### src/rtl/mem_port_arbiter.sv
// Arbitrates an instruction-fetch port and a data load/store port onto one
// single-port synchronous memory, with stall back-pressure and a starvation guard.
module mem_port_arbiter #(
    parameter int DATA_W    = 16,
    parameter int ADDR_W    = 16,
    parameter int PRIO_MODE = 0,
    parameter int MAX_WAIT  = 4
) (
    input  logic              clk,
    input  logic              reset,
    input  logic              i_req,
    input  logic [ADDR_W-1:0] i_addr,
    output logic              i_stall,
    output logic              i_valid,
    output logic [DATA_W-1:0] i_rdata,
    input  logic              d_req,
    input  logic              d_we,
    input  logic [ADDR_W-1:0] d_addr,
    input  logic [DATA_W-1:0] d_wdata,
    output logic              d_stall,
    output logic              d_valid,
    output logic [DATA_W-1:0] d_rdata,
    output logic              mem_en,
    output logic              mem_we,
    output logic [ADDR_W-1:0] mem_addr,
    output logic [DATA_W-1:0] mem_wdata,
    input  logic [DATA_W-1:0] mem_rdata
);

    localparam logic [3:0] WAIT_MAX = 4'(MAX_WAIT);
    localparam logic       OWN_I    = 1'b0;
    localparam logic       OWN_D    = 1'b1;

    logic              i_gnt, d_gnt;
    logic              i_sat, d_sat;
    logic              rr_ptr_q, rr_ptr_d;
    logic [3:0]        i_wait_q, i_wait_d;
    logic [3:0]        d_wait_q, d_wait_d;
    logic              s1_vld_q, s1_vld_d;
    logic              s1_own_q, s1_own_d;
    logic              i_valid_q, i_valid_d;
    logic              d_valid_q, d_valid_d;
    logic [DATA_W-1:0] i_rdata_q, i_rdata_d;
    logic [DATA_W-1:0] d_rdata_q, d_rdata_d;

    assign i_sat = (i_wait_q == WAIT_MAX);
    assign d_sat = (d_wait_q == WAIT_MAX);

    // A saturated wait counter overrides both priority modes; instruction breaks ties.
    always_comb begin
        i_gnt = 1'b0;
        d_gnt = 1'b0;
        if (reset) begin
            if (i_req && d_req) begin
                if (i_sat)                i_gnt = 1'b1;
                else if (d_sat)           d_gnt = 1'b1;
                else if (PRIO_MODE == 0)  d_gnt = 1'b1;
                else if (rr_ptr_q == OWN_I) i_gnt = 1'b1;
                else                      d_gnt = 1'b1;
            end else begin
                i_gnt = i_req;
                d_gnt = d_req;
            end
        end
    end

    assign i_stall = i_req & ~i_gnt;
    assign d_stall = d_req & ~d_gnt;

    always_comb begin
        mem_en    = i_gnt | d_gnt;
        mem_we    = d_gnt & d_we;
        mem_addr  = '0;
        mem_wdata = '0;
        if (i_gnt) begin
            mem_addr = i_addr;
        end else if (d_gnt) begin
            mem_addr  = d_addr;
            mem_wdata = d_wdata;
        end
    end

    always_comb begin
        rr_ptr_d = rr_ptr_q;
        if (i_gnt)      rr_ptr_d = OWN_D;
        else if (d_gnt) rr_ptr_d = OWN_I;

        i_wait_d = '0;
        if (i_stall) i_wait_d = i_sat ? i_wait_q : i_wait_q + 4'd1;
        d_wait_d = '0;
        if (d_stall) d_wait_d = d_sat ? d_wait_q : d_wait_q + 4'd1;
    end

    // Two-stage read return: owner tagged at grant, data captured one cycle later.
    always_comb begin
        s1_vld_d  = i_gnt | (d_gnt & ~d_we);
        s1_own_d  = d_gnt ? OWN_D : OWN_I;
        i_valid_d = s1_vld_q & (s1_own_q == OWN_I);
        d_valid_d = s1_vld_q & (s1_own_q == OWN_D);
        i_rdata_d = i_valid_d ? mem_rdata : i_rdata_q;
        d_rdata_d = d_valid_d ? mem_rdata : d_rdata_q;
    end

    always_ff @(posedge clk or negedge reset) begin
        if (!reset) begin
            rr_ptr_q  <= OWN_I;
            i_wait_q  <= '0;
            d_wait_q  <= '0;
            s1_vld_q  <= 1'b0;
            s1_own_q  <= OWN_I;
            i_valid_q <= 1'b0;
            d_valid_q <= 1'b0;
            i_rdata_q <= '0;
            d_rdata_q <= '0;
        end else begin
            rr_ptr_q  <= rr_ptr_d;
            i_wait_q  <= i_wait_d;
            d_wait_q  <= d_wait_d;
            s1_vld_q  <= s1_vld_d;
            s1_own_q  <= s1_own_d;
            i_valid_q <= i_valid_d;
            d_valid_q <= d_valid_d;
            i_rdata_q <= i_rdata_d;
            d_rdata_q <= d_rdata_d;
        end
    end

    assign i_valid = i_valid_q;
    assign d_valid = d_valid_q;
    assign i_rdata = i_rdata_q;
    assign d_rdata = d_rdata_q;

endmodule

### config.mk
export PLATFORM = sky130hd
export DESIGN_NAME = mem_port_arbiter
export DESIGN_NICKNAME = d
export VERILOG_FILES = /design/src/rtl/mem_port_arbiter.sv
export SDC_FILE = /design/constraint.sdc
export NUM_CORES = 1
export LEC_CHECK = 0
export ABC_AREA = 1
export CAP_MARGIN = 15
export CELL_PAD_IN_SITES_DETAIL_PLACEMENT = 0
export CELL_PAD_IN_SITES_GLOBAL_PLACEMENT = 2
export CORE_UTILIZATION = 19
export DETAILED_ROUTE_END_ITERATION = 8
export PLACE_DENSITY_LB_ADDON = 0.1
export SKIP_CTS_REPAIR_TIMING = 1
export SYNTH_ARGS = -nofsm -noshare
export SYNTH_HDL_FRONTEND = slang
export SYNTH_SLANG_ARGS = --single-unit
### constraint.sdc
create_clock -name clk -period 2.17 [get_ports clk]
set_input_delay 0.651 -clock clk [delete_from_list [all_inputs] [get_ports clk]]
set_output_delay 0.651 -clock clk [all_outputs]
set_load 0.02 [all_outputs]
Word level (Yosys, flattened, before mapping) --
Cells that the tools add are included.
Storage, ports and cells: input port bits 69, output and inout bits 70, bits in registers 40, word-level logic and storage cells 36
Cells by class: bitwise operators 12, add/subtract/negate cells 1, equal/unequal tests 2, mux-type cells 13, reductions and logical operators 1
Operators by type and width (number):
- 2-to-1 mux 16 bit | 4
- 2-to-1 mux 4 bit | 2
- 2-to-1 mux 1 bit | 7
- bitwise AND 1 bit | 6
- adder 4 x 1 -> 4 bit, second input constant | 1
- == test 4 x 3 -> 1 bit, second input constant | 1
- NOT 1 bit | 4
- inequality test 2 bit, second input constant | 1
- OR 1 bit | 2
- logical AND 1 bit | 1

Depth between registers and ports, before layout --
Gate-level depths: netlist of the first run.
depth in word-level cells 7, mapped depth 7, gate-level depth less buffers 7

Worst setup path before layout of the first run --
No wires, ideal clock.
path kind flip-flop to output port, start point register i_wait_q[0], end point output port mem_addr[0], path slack 0.118 ns, data required time 1.519 ns, data arrival time 1.401 ns, stages on the path, launching flop included 6, cell sequence dfrtp_1 -> inv_1 -> ha_1 -> nand4_2 -> nand2_4 -> o21ai_0
On the way: cells in the longest elaborated chain, start to end 6, elaborated cells between the ends (all ways) 9, classes of those cells eq/ne: 1; mux: 8
Ends and longest elaborated chain:
- from (decl) | line 37 | logic [3:0] i_wait_q, i_wait_d;
- from (signal assigned) | line 117 | i_wait_q <= i_wait_d;
- == test 4 x 3 -> 1 bit * | line 46 | assign i_sat = (i_wait_q == WAIT_MAX);
- 2-to-1 mux 1 bit | line 55 | if (i_sat) i_gnt = 1'b1;
- 2-to-1 mux 1 bit | line 54 | if (i_req && d_req) begin
- 2-to-1 mux 1 bit | line 53 | if (reset) begin
- 2-to-1 mux 16 bit | line 77 | end else if (d_gnt) begin
- 2-to-1 mux 16 bit * | line 75 | if (i_gnt) begin
- to (decl) | line 25 | output logic [ADDR_W-1:0] mem_addr,
Every way passes the cells marked *; elsewhere a longest branch is shown, timed or not.

Final worst setup path of the first run --
start point input port i_req, end point output port mem_addr[0]
On the way: cells in the longest elaborated chain, start to end 5, elaborated cells between the ends (all ways) 7, classes of those cells mux: 6; reduce/logical: 1
Ends and longest elaborated chain:
- from (decl) | line 11 | input logic i_req,
- logical AND 1 bit | line 54
- 2-to-1 mux 1 bit | line 54
- 2-to-1 mux 1 bit | line 53
- 2-to-1 mux 16 bit | line 77
- 2-to-1 mux 16 bit * | line 75
Marks and branches as above.

==> metrics.md, run 1 <==
| Metric | Value |
|---|---|
| Routed vias | ~2100 |
| Critical path endpoint category | output port |
| Number of global-route vias before repair | 2144 |
| Synthesized flop and latch total | 40 |
| Main area contributors after synthesis | dfrtp_1, o21ai_2, inv_1 |
| Met2 wire length | roughly 3600 um |
| Final period util | 1.035 |
| Antenna Cells | 0 |
| Syn. warnings | 0 |
| Power per cell area | 748.4 nW/um^2 |
| Worst vdd ir | 0.3807 mV |
| Layout area overhead | 89.89% |
| Largest net degree at the start of global routing | 41 |
| Share of layout cells above drive strength 1 | 0.2969 |
| Die area | ~12000 sq um |
| Post-synth EDFFs | 0 |
| Syn Area/Cell | around 8.3 sq um |
| IO buf count | roughly 140 |
| Seq/Total Area, Yosys | 0.4622 |
| Status | finished with violations |
| Syn nets | 332 |
| Placed instance area | 3797 sq um |
| Top-area cell type share of the netlist area | 0.4622 |
| Die height | approximately 110 um |
| Crit-path slowest cell | o21ai_0 |
| CP peak stage delay | ~0.2 ns |
| RSZ-0062 raised after global routing | yes |
| CTS max path bufs | 2 |
| Violated checks | setup timing |
| Worst Hold Class | flop to flop |
| Max-slew violations | 0 |
| Total track usage | 0.1173 |
| Distinct cells, synth | 23 |
| Filler Cells Inserted | approximately 1100 |
| First-pass GRT wire length | approximately 11000 um |
| Layout net count | between 400 and 500 |
| Final Skew | ~0.0043 ns |
| Predominant post-synthesis flop cell | dfrtp_1 |
| Hold Vio Cnt, Final | 0 |
| Final Critical Period | about 2.2 ns |
| Antenna violations before repair | 0 |
| Global route overflow | 0 |
| Iter 0 DRT Violations | 66 |
| DR pass1 iterations | 4 |
| Antenna-violating nets left | 0 |
| Final instance area | around 4100 sq um |
| Std cell rows | 38 |
| Core ar. | roughly 11000 sq um |
| Total clock sinks | 40 |
| CTS buffer count | 5 |
| Clk Latency, worst-skew pair | 0.28 ns |
| Top Layer Used | met4 |
| Post-Syn Area | 2166 sq um |
| Pleak | between 2 and 2.5 nW |
| CP cell instances | dlymetal6s2s_1 -> nand4_4 -> nand2_8 -> buf_6 -> o21ai_0 -> buf_4 |
| WHS | between 0.4 and 0.5 ns |
| Wire length on met1 | about 3000 um |
| Root Buffer | clkbuf_16 |
| Worst setup SP type | input pin |
| Worst slew pin tran | 0.5251 ns |
| Critical path type | input pin to output port |
| Fmax | between 0.4 and 0.5 GHz |
| WP data required | ~1.5 ns |
| DP HPWL | about 5200 um |
| Relative slew slack | 0.6499 |
| Num ports | approximately 140 |
| Crit path max fanout | 7 |
| Drt total wl | ~7000 um |
| Worst setup margin | -0.07519 ns |
| Avg WL per Cell | ~13 um |
| Yosys top cell by area | dfrtp_1 |
| Setup-failing EPs final | 16 |
| WP data arrival | around 1.6 ns |
| Top cells by count, synth | inv_1, dfrtp_1, nand2_1, o21ai_2, nor2_1 |
| CTS H-Tree Depth | 2 |
| Cells after synthesis | ~260 |
| Clk slew on worst S/H paths | 0.06 ns |
| Max cap viols | 0 |
| Via/cell ratio | between 3 and 4 |
| CTS tree | yes |
| Initial Util | 0.1972 |
| Met3 wire len | ~390 um |
| DRC viols | 0 |
| Asr flop ratio synth | 1.000 |
| Die width | around 110 um |
| GPL Wtd Cong | between 0.7 and 0.8 |
| Count leader, synth | inv_1 |
[state kept, by name, indices dropped and copies added, names as in the netlist]
signal / flops
d_rdata: 16
i_rdata: 16
i_wait_q: 4
d_valid: 1
i_valid: 1
s1_own_q: 1
s1_vld_q: 1
[path summary, 6_finish.rpt]
path	start	to	slack, ns	cells after the start
worst max-delay path	i_req	mem_addr[0]	-0.08	6
worst min-delay path	i_rdata[7]	i_rdata[7]	0.48	2
worst max register to register	i_wait_q[0]	i_wait_q[0]	0.84	8
worst min register to register	i_rdata[7]	i_rdata[7]	0.48	2
max in group asynchronous	reset	d_rdata[15]	1.29	2
min in group asynchronous	reset	d_rdata[3]	0.51	2
[metal layers]
layer,vias to the layer above,track usage
met4,0,0.02703
met1,964,0.1491
met2,58,0.1976
met5,-,0
li1,1117,-
met3,7,0.03108
[area by class of cell]
class / instances / area, sq um / area share
clock buffer: 7 / 152.6 / 0.03712
multi-input combinational: 145 / 912.1 / 0.2218
clock inverter: 1 / 30.03 / 0.007301
tap: 140 / 175.2 / 0.04259
inverter: 63 / 236.5 / 0.05750
timing repair buffer: 165 / 1605 / 0.3903
sequential: 40 / 1001 / 0.2434
[cells by family (layout without fill, tap and decap cells)]
| logic type | after synthesis | in the layout | synth area share |
|---|---|---|---|
| DFF | 40 | 40 | 0.4622 |
| AOI/OAI and AO/OA | 50 | 50 | 0.1635 |
| and+or+nand+nor | 93 | 93 | 0.2005 |
| buffers and inverters | 76 | 236 | 0.1623 |
| adders and majority gates | 2 | 2 | 0.01155 |
[through the flow]
step	power [mW]	TNS [ns]	utilization	cells	setup slack, ns
after floorplan	1.543	0	-	261	0.1178
after global placement	2.157	-28.03	0.3458	547	-0.8199
after detailed placement	2.162	-27.82	0.3458	547	-0.8146
after CTS	3.082	-28.06	0.3624	555	-0.8252
after global routing	3.264	-2.838	0.3745	561	-0.1388
final	3.078	-0.4942	0.3745	561	-0.07519
[power breakdown]
group | internal [mW] | leakage [nW] | switching (mW)
sequential | 0.907 | 0.497 | 0.0873
clock | 0.605 | 0.0901 | 0.291
combinational | 0.605 | 1.46 | 0.582
total | 2.12 | 2.04 | 0.960
[critical path: cells and delay by family]
family	cells	cell delay (ns)
simple gates	2	0.23
buf+inv	3	0.51
compound gates	1	0.20
[cells in the final DEF, fill, tap and decap left out, types with 10 or more instances in the layout]
cell / count
clkbuf_2: 10
o21ai_2: 26
clkdlybuf4s50_1: 99
dfrtp_1: 40
o21ai_0: 19
nand2_1: 40
buf_6: 19
inv_1: 58
nand3_1: 10
nor2_1: 19
buf_4: 26
Note: power is estimated with default switching activity, not from simulation.
==> run 2, diff against run 1 <==
--- a/config.mk
+++ b/config.mk
@@ -10,6 +10,7 @@
 export CELL_PAD_IN_SITES_DETAIL_PLACEMENT = 0
 export CELL_PAD_IN_SITES_GLOBAL_PLACEMENT = 2
 export CORE_UTILIZATION = 19
+export CTS_CLUSTER_DIAMETER = 200
 export DETAILED_ROUTE_END_ITERATION = 8
 export PLACE_DENSITY_LB_ADDON = 0.1
 export SKIP_CTS_REPAIR_TIMING = 1
==> constraint.sdc (replaced) <==
create_clock -name clk -period 2.17 [get_ports clk]
set_input_delay 0.217 -clock clk [delete_from_list [all_inputs] [get_ports clk]]
set_output_delay 0.217 -clock clk [all_outputs]
set_load 0.02 [all_outputs]
==> metrics.md, run 2 (same netlist as run 1, synthesis figures left out) <==
| Metric | Value |
|---|---|
| Share of layout cells above drive strength 1 | 0.1533 |
| Final Power | just under 3 mW |
| Hold Vio Cnt, Final | 0 |
| Routed vias | between 2000 and 2500 |
| Commonest non-fill, non-tap cell in the layout | clkdlybuf4s50_1 |
| Setup TNS | 0 ns |
| CTS max path bufs | 2 |
| DR pass1 iterations | 4 |
| DRC viols | 0 |
| Crit path max fanout | 10 |
| Layout net count | 481 |
| Drt total wl | 7035 um |
| Fmax | about 0.5 GHz |
| Final period util | 0.9352 |
| Final Skew | ~0.003 ns |
| Pre-CTS setup slack | 0.02872 ns |
| Critical path type | input pin to output port |
| Worst setup margin | around 0.14 ns |
| Die height | around 110 um |
| WP data arrival | around 1.8 ns |
| Status | finished clean |
| GPL Wtd Cong | 0.7111 |
| Final Critical Period | between 2 and 2.5 ns |
| Number of global-route vias before repair | about 2200 |
| Placed instance area | 3725 sq um |
| Power per cell area | 735.4 nW/um^2 |
| Worst setup SP type | input pin |
| Initial Util | 0.1972 |
| RSZ-0062 raised after global routing | no |
| Global route overflow | 0 |
| Filler Cells Inserted | about 1200 |
| Std cell rows | 38 |
| Avg WL per Cell | 12.77 um |
| Antenna Cells | 0 |
| Relative slew slack | 0.6491 |
| Worst Hold Class | input pin to asynchronous set/reset pin |
| IO buf count | 138 |
| Layout area overhead | 85.90% |
| Num ports | 139 |
| Worst vdd ir | roughly 0.35 mV |
| WP data required | between 1.5 and 2 ns |
| Root Buffer | clkbuf_16 |
| DP HPWL | 5528 um |
| Antenna violations before repair | 0 |
| Pleak | around 2.4 nW |
| CTS buffer count | 5 |
| CTS H-Tree Depth | 2 |
| First-pass GRT wire length | roughly 11000 um |
| Clk Latency, worst-skew pair | ~0.28 ns |
| Critical path endpoint category | output port |
| Antenna-violating nets left | 0 |
| Final instance area | 4026 sq um |
| Via/cell ratio | 3.857 |
| Iter 0 DRT Violations | 75 |
| Worst slew pin tran | around 0.53 ns |
| Max-slew violations | 0 |
| Setup-failing EPs final | 0 |
| Clk slew on worst S/H paths | approximately 0.060 ns |
| Die area | about 12000 sq um |
| Die width | ~110 um |
| Core ar. | roughly 11000 sq um |
| Most frequent cells in the layout | clkdlybuf4s50_1, inv_1, nand2_1, dfrtp_1, dlymetal6s2s_1 |
| Max cap viols | 0 |
| CTS tree | yes |
| Total track usage | 0.1228 |
| Total clock sinks | 40 |
| Largest net degree at the start of global routing | 40 |
run 2: changes by cell type in the layout (fill, tap and decap cells not counted), moves of 3 or more:
cell	previous run	this run
buf_2	4	1
buf_4	26	14
buf_6	19	0
clkbuf_2	10	0
dlymetal6s2s_1	2	36
inv_1	58	61
inv_2	5	1
nand3_1	10	17
nand3_2	7	1
nor2_1	19	23
nor2_2	4	0
run 2: per-layer routing:
layer	routed length [um]	GRT usage
met3	334	0.03347
met1	2908	0.1470
met5	0	0
met2	3705	0.2184
met4	86	0.02606
run 2: layout make-up:
type,instances,area (sq um),area share
Inverter,63,236.5,0.05873
Timing Repair Buffer,155,1622,0.4027
Clock inverter,3,42.54,0.01057
Multi-Input combinational cell,145,824.5,0.2048
Tap cell,140,175.2,0.04351
Sequential cell,40,1001,0.2486
Clock buffer,5,125.1,0.03108
run 2: power by group:
part	internal (mW)	total (mW)	switching, mW
combinational	0.566	1.12	0.556
clock	0.540	0.845	0.304
sequential	0.907	0.994	0.0872
run 2: stage by stage:
stage	std cells	hold slack [ns]	util
after CTS	547	-0.2703	0.3544
after global placement	539	0.03581	0.3391
after floorplan	261	-0.07859	-
final	551	0.3571	0.3666
after global routing	551	0.3490	0.3666
after detailed placement	539	0.03551	0.3391
run 2: worst paths after layout:
check                             from           to  slack (ns)  cells past startpoint
min in group clk            i_rdata[7]   i_rdata[7]        0.48                      2
max in group asynchronous        reset  i_rdata[12]        1.09                      3
min                              reset     s1_own_q        0.36                      2
max                              reset  mem_addr[0]        0.14                      8
min reg2reg                 i_rdata[7]   i_rdata[7]        0.48                      2
max reg2reg                i_wait_q[0]  i_wait_q[2]        0.74                      8
run 2: worst max-delay path, stage by stage:
cell            delay [ns]
dlygate4sd3_1         0.58
buf_2                 0.19
nand2_1               0.06
inv_1                 0.08
nand2_4               0.10
buf_4                 0.15
o21ai_0               0.17
dlymetal6s2s_1        0.26
==> run 3, diff against run 2 <==
--- a/config.mk
+++ b/config.mk
@@ -9,8 +9,8 @@
 export CAP_MARGIN = 15
 export CELL_PAD_IN_SITES_DETAIL_PLACEMENT = 0
 export CELL_PAD_IN_SITES_GLOBAL_PLACEMENT = 2
-export CORE_UTILIZATION = 19
-export CTS_CLUSTER_DIAMETER = 200
+export CORE_UTILIZATION = 20
+export CTS_CLUSTER_DIAMETER = 80
 export DETAILED_ROUTE_END_ITERATION = 8
 export PLACE_DENSITY_LB_ADDON = 0.1
 export SKIP_CTS_REPAIR_TIMING = 1
==> constraint.sdc (replaced) <==
create_clock -name clk -period 2.5 [get_ports clk]
set_input_delay 0.25 -clock clk [delete_from_list [all_inputs] [get_ports clk]]
set_output_delay 0.25 -clock clk [all_outputs]
set_load 0.02 [all_outputs]
==> metrics.md, run 3 (same netlist as run 1, synthesis figures left out) <==
| Metric | Value |
|---|---|
| Worst vdd ir | approximately 0.24 mV |
| CTS H-Tree Depth | 2 |
| First-pass GRT wire length | 10250 um |
| DRC viols | 0 |
| Clk slew on worst S/H paths | about 0.09 ns |
| CP peak stage delay | about 0.64 ns |
| Crit path max fanout | 10 |
| Antenna-violating nets left | 0 |
| WP data required | between 2 and 2.5 ns |
| Placed Cells | 530 |
| Num ports | 139 |
| DP HPWL | a little under 5000 um |
| Worst setup margin | roughly 0.12 ns |
| CP Buf/Inv Count | 3 |
| CP most frequent cell | inv_1 |
| CTS max path bufs | 2 |
| Die height | around 110 um |
| Antenna Cells | 0 |
| Critical path type | flop to output port |
| Routed vias | between 2000 and 2500 |
| Antenna violations before repair | 0 |
| Drt total wl | 6319 um |
| Status | finished clean |
| Layout area overhead | 75.85% |
| Worst Hold Class | input pin to asynchronous set/reset pin |
| Crit-path slowest cell | clkdlybuf4s50_1 |
| Global route overflow | 0 |
| Layout net count | 476 |
| DR pass1 iterations | 4 |
| Power per cell area | 594.3 nW/um^2 |
| Total clock sinks | 40 |
| Number of global-route vias before repair | between 2000 and 2500 |
| WP data arrival | between 2 and 2.5 ns |
| RSZ-0062 raised after global routing | no |
| CTS tree | yes |
| Total track usage | 0.1157 |
| Most frequent cells in the layout | clkdlybuf4s50_1, inv_1, nand2_1, dfrtp_1, o21ai_2 |
| Max cap viols | 0 |
| Commonest non-fill, non-tap cell in the layout | clkdlybuf4s50_1 |
| CTS buffer count | 5 |
| Iter 0 DRT Violations | 58 |
| Setup TNS | 0 ns |
| Post-route insts no fill | between 500 and 600 |
| Share of layout cells above drive strength 1 | 0.1453 |
| IO buf count | approximately 140 |
| Std cell rows | 37 |
| Die area | 11250 sq um |
| Relative slew slack | 0.4614 |
| Final period util | 0.9516 |
| Root Buffer | clkbuf_8 |
| CP cell instances | inv_1 -> ha_2 -> nand4_2 -> nand2_4 -> inv_1 -> nor2_1 -> clkdlybuf4s50_1 |
| Final Critical Period | around 2.4 ns |
| Critical path's top delay family | buffers and inverters |
| Avg WL per Cell | 11.66 um |
| Die width | 106.1 um |
| Final Power | ~2.3 mW |
| Core ar. | 10420 sq um |
| Pleak | 1.846 nW |
| Via/cell ratio | between 3 and 4 |
| Fmax | ~0.42 GHz |
| Pre-CTS setup slack | around 0.18 ns |
| Max-slew violations | 0 |
| Hold Vio Cnt, Final | 0 |
| Final Skew | between 0.01 and 0.015 ns |
| Critical path endpoint category | output port |
| Setup-failing EPs final | 0 |
| Worst slew pin tran | around 0.8 ns |
| Largest net degree at the start of global routing | 37 |
| GPL Wtd Cong | a little under 0.7 |
| Worst setup SP type | flop |
| Clk Latency, worst-skew pair | between 0.2 and 0.3 ns |
| Initial Util | 0.2079 |
==> run 3: through the flow <==
step                  util  hold WS (ns)  instance area, sq um
CTS                 0.3607       -0.2137                  3757
detailed placement  0.3523        0.1072                  3670
global placement    0.3523        0.1077                  3670
floorplan                -      -0.04559                  2166
finish              0.3656       0.09748                  3809
global route        0.3656        0.1416                  3809
==> run 3: layout make-up <==
type                    count  area, sq um
clock buffers               5        68.82
clock inverters             3        18.77
fillers                  1113         6608
inverters                  63        236.5
multi-input cells         145        824.5
flip-flops and latches     40         1001
well taps                 136        170.2
repair buffers            150         1489
==> run 3: power by group <==
group,internal (mW),switching [mW],total [mW]
logic,0.488,0.474,0.962
clock network,0.195,0.240,0.435
registers,0.786,0.0802,0.866
==> run 3: path summary, 6_finish.rpt <==
check                            start          end  slack (ns)  cells past startpoint
setup / recovery           i_wait_q[0]      d_stall        0.12                      7
hold / removal                   reset   i_rdata[8]         0.1                      2
setup reg to reg           i_wait_q[0]  i_wait_q[2]        1.08                      7
hold reg to reg             i_rdata[9]   i_rdata[9]        0.49                      2
max in group asynchronous        reset     s1_vld_q        1.87                      2
min in group clk            i_rdata[9]   i_rdata[9]        0.49                      2
==> run 3: metal layers <==
metal	track usage	share of wire
met1	0.1482	0.45
met2	0.1788	0.45
met3	0.04292	0.086
met4	0.03869	0.013
met5	0	0
